[src/rtl/trig_counter_fsm.sv]
// Trigger-started counter with a programmable limit, up/down direction and one-shot/reload modes.
// Every output is registered; there is no combinational path from any input to an output.
module trig_counter_fsm #(
    parameter int WIDTH           = 4,
    parameter int ALLOW_RETRIGGER = 1
) (
    input  logic             clk,
    input  logic             rst,
    input  logic             trigger,
    input  logic             abort,
    input  logic [WIDTH-1:0] load_val,
    input  logic             dir_down,
    input  logic             mode_reload,
    output logic [WIDTH-1:0] out,
    output logic             busy,
    output logic             tc
);

    typedef enum logic {IDLE = 1'b0, RUN = 1'b1} state_t;

    state_t           state, state_n;
    logic [WIDTH-1:0] lim_q, lim_n;
    logic             dir_q, dir_n;
    logic             mode_q, mode_n;
    logic [WIDTH-1:0] out_n;
    logic             busy_n, tc_n;
    logic [WIDTH-1:0] term_val, start_val, step_val;
    logic             accept;

    assign term_val  = dir_q ? '0 : lim_q;
    assign start_val = dir_q ? lim_q : '0;
    assign step_val  = dir_q ? out - WIDTH'(1) : out + WIDTH'(1);
    assign accept    = trigger && ((state == IDLE) || (ALLOW_RETRIGGER != 0));

    always_ff @(posedge clk or posedge rst) begin
        if (rst) begin
            state  <= IDLE;
            lim_q  <= '0;
            dir_q  <= 1'b0;
            mode_q <= 1'b0;
            out    <= '0;
            busy   <= 1'b0;
            tc     <= 1'b0;
        end else begin
            state  <= state_n;
            lim_q  <= lim_n;
            dir_q  <= dir_n;
            mode_q <= mode_n;
            out    <= out_n;
            busy   <= busy_n;
            tc     <= tc_n;
        end
    end

    // tc is computed from the next count so it lines up with the cycle out holds the terminal value.
    always_comb begin
        state_n = state;
        lim_n   = lim_q;
        dir_n   = dir_q;
        mode_n  = mode_q;
        out_n   = out;
        busy_n  = busy;
        tc_n    = 1'b0;
        if (abort) begin
            state_n = IDLE;
            out_n   = '0;
            busy_n  = 1'b0;
        end else if (accept) begin
            lim_n   = load_val;
            dir_n   = dir_down;
            mode_n  = mode_reload;
            state_n = RUN;
            out_n   = dir_down ? load_val : '0;
            busy_n  = 1'b1;
            tc_n    = (load_val == '0);
        end else if (state == RUN) begin
            if (out != term_val) begin
                out_n = step_val;
                tc_n  = (step_val == term_val);
            end else if (mode_q) begin
                out_n = start_val;
                tc_n  = (lim_q == '0);
            end else begin
                state_n = IDLE;
                out_n   = '0;
                busy_n  = 1'b0;
            end
        end else begin
            out_n  = '0;
            busy_n = 1'b0;
        end
    end

endmodule

[config.mk]
export PLATFORM = sky130hd
export DESIGN_NAME = trig_counter_fsm
export DESIGN_NICKNAME = d
export VERILOG_FILES = /design/src/rtl/trig_counter_fsm.sv
export SDC_FILE = /design/constraint.sdc
export NUM_CORES = 1
export LEC_CHECK = 0
export ABC_AREA = 1
export CORE_MARGIN = 4
export CORE_UTILIZATION = 41
export CTS_CLUSTER_DIAMETER = 60
export DETAILED_ROUTE_END_ITERATION = 16
export MAX_ROUTING_LAYER = met4
export PLACE_DENSITY = 0.74
export SETUP_SLACK_MARGIN = 0.5
export SYNTH_ARGS = -nofsm -noshare
export SYNTH_HDL_FRONTEND = slang
export SYNTH_SLANG_ARGS = --single-unit
export TNS_END_PERCENT = 30
[constraint.sdc]
create_clock -name clk -period 2.1 [get_ports clk]
set_input_delay 0.42 -clock clk [delete_from_list [all_inputs] [get_ports clk]]
set_output_delay 0.42 -clock clk [all_outputs]
set_load 0.01 [all_outputs]
* After elaboration in Yosys (flattened, before gate mapping)
Index checks and enable logic that the tools add are counted.
** Operators by class
- $add $sub $neg :: 2
- Equality and inequality tests :: 4
- Mux-type cells :: 24
- Bitwise gates (word level) :: 1
- Reductions and logical operators :: 4
** Operator list (number)
- 4-bit two-way mux :: 9
- 1-bit two-way mux :: 15
- 4-bit logical NOT :: 2
- 4-bit inequality test, second input constant :: 2
- 4-bit by 1-bit adder with 4-bit output, second input constant :: 1
- 4-bit equality test :: 1
- 4-bit inequality test :: 1
- 2-bit AND reduction :: 2
- 4-bit by 1-bit subtractor with 4-bit output, second input constant :: 1
- 1-bit NOT :: 1
** Word-level totals
- Bits in registers :: 13
- Input bits :: 10
- Output and inout port bits :: 6
- Word-level logic and storage cells :: 42

* Longest topological paths before layout
- Depth in word-level cells :: 7
- Depth in mapped cells :: 11

* Least setup slack after synthesis
Ideal clock, no wire load.
- Path kind :: reg2reg
- Start :: register out[0]
- End :: register tc
- Setup time :: 0.116 ns
- Data arrival time :: 1.421 ns
- Data required time :: 1.984 ns
- Setup slack :: 0.563 ns
- Cell stages (with the launch flop) :: 11
- Clock period less this slack :: 1.537 ns
- Cell sequence :: dfrtp_1 > fa_1 > inv_1 > nand2_1 > nand2_1 > nand2_1 > nor2_1 > nand3_1 > nand2_1 > nand2_1 > nand2_1
** Between the ends
- Cells in the longest elaborated chain, start to end :: 7
** Ends and longest elaborated chain
- start, declared :: line 14 : output logic [WIDTH-1:0] out,
- start signal, assigned :: line 49 : out <= out_n;
- 4-bit by 1-bit adder with 4-bit output or 4-bit by 1-bit subtractor with 4-bit output (tied branches) :: line 32 : assign step_val = dir_q ? out - WIDTH'(1) : out + WIDTH'(1);
- 4-bit two-way mux :: line 32
- 4-bit equality test :: line 79 : tc_n = (step_val == term_val);
- 1-bit two-way mux * :: line 77 : if (out != term_val) begin
- 1-bit two-way mux * :: line 76 : end else if (state == RUN) begin
- 1-bit two-way mux * :: line 68 : end else if (accept) begin
- 1-bit two-way mux * :: line 64 : if (abort) begin
- net tc_n :: line 26 : logic busy_n, tc_n;
- end signal, assigned :: line 51 : tc <= tc_n;
- end, declared :: line 16 : output logic tc
The timed path passes the listed nets; every way through them passes the cells marked *.
A chain may end at the register's enable or synchronous reset.

* Final worst setup path
- Start :: register out[2]
- End :: output port out[2]
No word-level cell between the ends.

==> impl_metrics.csv <==
group,metric,value,unit
run_status,outcome,"finished, final reports clean",
floorplan,ioPinCount,16,
floorplan,core-area,2191,um^2
finish,final_common_cell,"nand2_1",
cts,numClockSinks,13,
global_route,grt_pass1_vias,957,
drt,dr_wl_met2,1171,um
worst_setup_path,cp_max_fo,4,
cts,cts-buffers-inserted,3,
global_route,gr-total-overflow,0,
finish,layout_common_cells,"nand2_1, inv_1, nand3_1",
pwr,peakVddDrop,0.0004300,V
drt,vias,968,
finish,drive_above_1_share,0.2086,
worst_setup_path,arrival,1.24,ns
cts,cts_buffer_depth,2,
synthesis,synth_nets,151,
drt,via_per_inst,5.068,
timing,slew_viol_final,0,
worst_setup_path,cp_cell_sequence,"clkdlybuf4s50_1",
timing,rsz0062_at_grt,"true",
synthesis,synth_area,940.9,um^2
floorplan,start_util,0.4295,
cts,clk_latency,0.28,ns
drt,routedLengthMet1,968,um
worst_setup_path,worst-path-stages,1,
placed_design,port_buffers,15,
finish,area_growth,30.05,%
finish,register_area,330.3,um^2
finish,fin_area,1224,um^2
drt,drc,0,
cts,htreeDepth,1,
worst_setup_path,cp.required,1.68,ns
timing,skew,0.004022,ns
finish,n_fill_cell,218,
timing,min_period,1.659,ns
pwr,power_density,644.4,nW/um^2
synthesis,syn-instance-count,138,
worst_setup_path,cp_slowest_cell,"clkdlybuf4s50_1",
timing,hold_viol,0,
worst_setup_path,crit_path_end_kind,"output port",
synthesis,yosys_warnings,0,
floorplan,fp-row-count,17,
synthesis,yosysSeqAreaShare,0.3457,
worst_setup_path,worst-path-buf-inv,1,
floorplan,dieArea,3125,um^2
timing,slew_headroom,0.6760,
drt,dr_wl_met3,117,um
min_path,hold_class,"primary input to asynchronous set/reset pin",
finish,final_nets,177,
synthesis,synth_cell_types,18,
timing,tightest_slew,0.4855,ns
worst_setup_path,path_delay_family,"buffers and inverters",
global_route,grt_max_degree,14,
floorplan,die_h,55.91,um
timing,final.setup.tns,0,ns
timing,finalSetupViolCount,0,
cts,clk_pin_slew,0.08,ns
drt,routed.top_layer,"met4",
drt,wl_per_cell,12.04,um
drt,drt_iter0_markers,12,
worst_setup_path,rr_worst_depth,9,
finish,antennaDiodeCount,0,
drt,detail_route.first_pass.iterations,4,
worst_setup_path,startpoint_type,"flip-flop",
timing,fmax,602.7,MHz
placed_design,dpl_cell_area,1126,um^2
global_route,grt_pass1_wl,3995,um
cts,cts_tree,"yes",
placed_design,globalplace.congestion,0.8225,
global_route,antenna_found_initial,0,
drt,drt_wl_total,2299,um
global_route,track_usage,0.1634,
synthesis,synth-seq-cells,13,
timing,period_share,0.7901,
worst_setup_path,cp_slowest_stage_delay,0.55,ns
finish,multi_input_area,546.8,um^2
synthesis,syn_area_per_cell,6.818,um^2
run,cap_violations,0,
placed_design,dpl.hpwl,1829,um
floorplan,fp.dieW,55.91,um
pwr,leakagePower,0.6739,nW
drt,ant_nets,0,
cts,clockRootBuffer,"clkbuf_4",
worst_setup_path,path_class,"flip-flop to output port",
==> where the power goes <==
group          internal (mW)  switching (mW)
Sequential             0.277          0.0315
Combinational          0.133           0.194
Clock                 0.0737          0.0806
==> area by class of cell <==
class,instances,share of cell area
inverter,23,0.07055
multi-input combinational,102,0.4468
clock buffer,4,0.02147
timing repair buffer,21,0.1626
sequential,13,0.2699
tap,28,0.02863
==> through the flow <==
| step | power, mW | setup slack (ns) | hold WS [ns] | std cells | utilization |
|---|---|---|---|---|---|
| finish | 0.7885 | 0.4408 | 0.4525 | 191 | 0.5585 |
| global route | 0.8553 | 0.3819 | 0.5192 | 191 | 0.5585 |
| CTS | 0.7676 | 0.4336 | 0.4740 | 187 | 0.5334 |
| detailed placement | 0.6108 | 0.3734 | 0.5214 | 181 | 0.5140 |
| global placement | 0.6008 | 0.4074 | 0.5179 | 181 | 0.5140 |
| floorplan | 0.5203 | 0.5627 | 0.2970 | 138 | - |
==> Yosys cell counts, drive strengths merged <==
cell type / n / area [um^2]
nand2: 57 / 244.0
inv: 23 / 86.33
nand3: 18 / 90.09
dfrtp: 13 / 325.3
nor2: 9 / 52.56
o21ai: 8 / 51.30
nand4: 3 / 18.77
a21oi: 2 / 10.01
ha: 2 / 25.02
fa: 1 / 20.02
nor3: 1 / 5.000
o22ai: 1 / 12.51
==> per-layer routing <==
metal | up-vias | GRT usage
li1 | 487 | -
met1 | 439 | 0.1897
met2 | 35 | 0.2753
met3 | 7 | 0.02552
met4 | 0 | 0.07797
met5 | - | -
==> repair_timing <==
action / CTS / global route
setup endpoints to repair: 6 / 11
buffers inserted: 2 / 4
gates cloned: 0 / 0
pin swaps: 0 / 4
resized for setup: 3 / 8
hold buffers: 0 / 0
==> kinds of logic (layout without fill, tap and decap cells) <==
logic type	count (synthesis)	count (layout)	synth area share
flip-flops	13	13	0.3457
AND/OR/NAND/NOR	88	88	0.4362
AO/OA/AOI/OAI	11	11	0.07846
buffers and inverters	23	48	0.09175
adder cells (fa/ha/maj)	3	3	0.04787
==> registers in the layout (all words and copies together), names as in the netlist <==
signal	cells
lim_q	4
mode_q	1
dir_q	1
state	1
out	4
tc	1
busy	1
==> worst paths after layout <==
check                                  startpoint                    to  slack [ns]
worst max-delay path             out[2]$_DFF_PP0_                out[2]        0.44
worst min-delay path                          rst  lim_q[2]$_DFFE_PP0P_        0.45
worst max register to register  dir_q$_DFFE_PP0P_          tc$_DFF_PP0_        0.48
worst min register to register   busy$_DFFE_PP0P_      busy$_DFFE_PP0P_        0.53
max in group asynchronous                     rst      out[1]$_DFF_PP0_        1.29
min in group clk                 busy$_DFFE_PP0P_      busy$_DFFE_PP0P_        0.53
(Power assumes the default switching activity.)
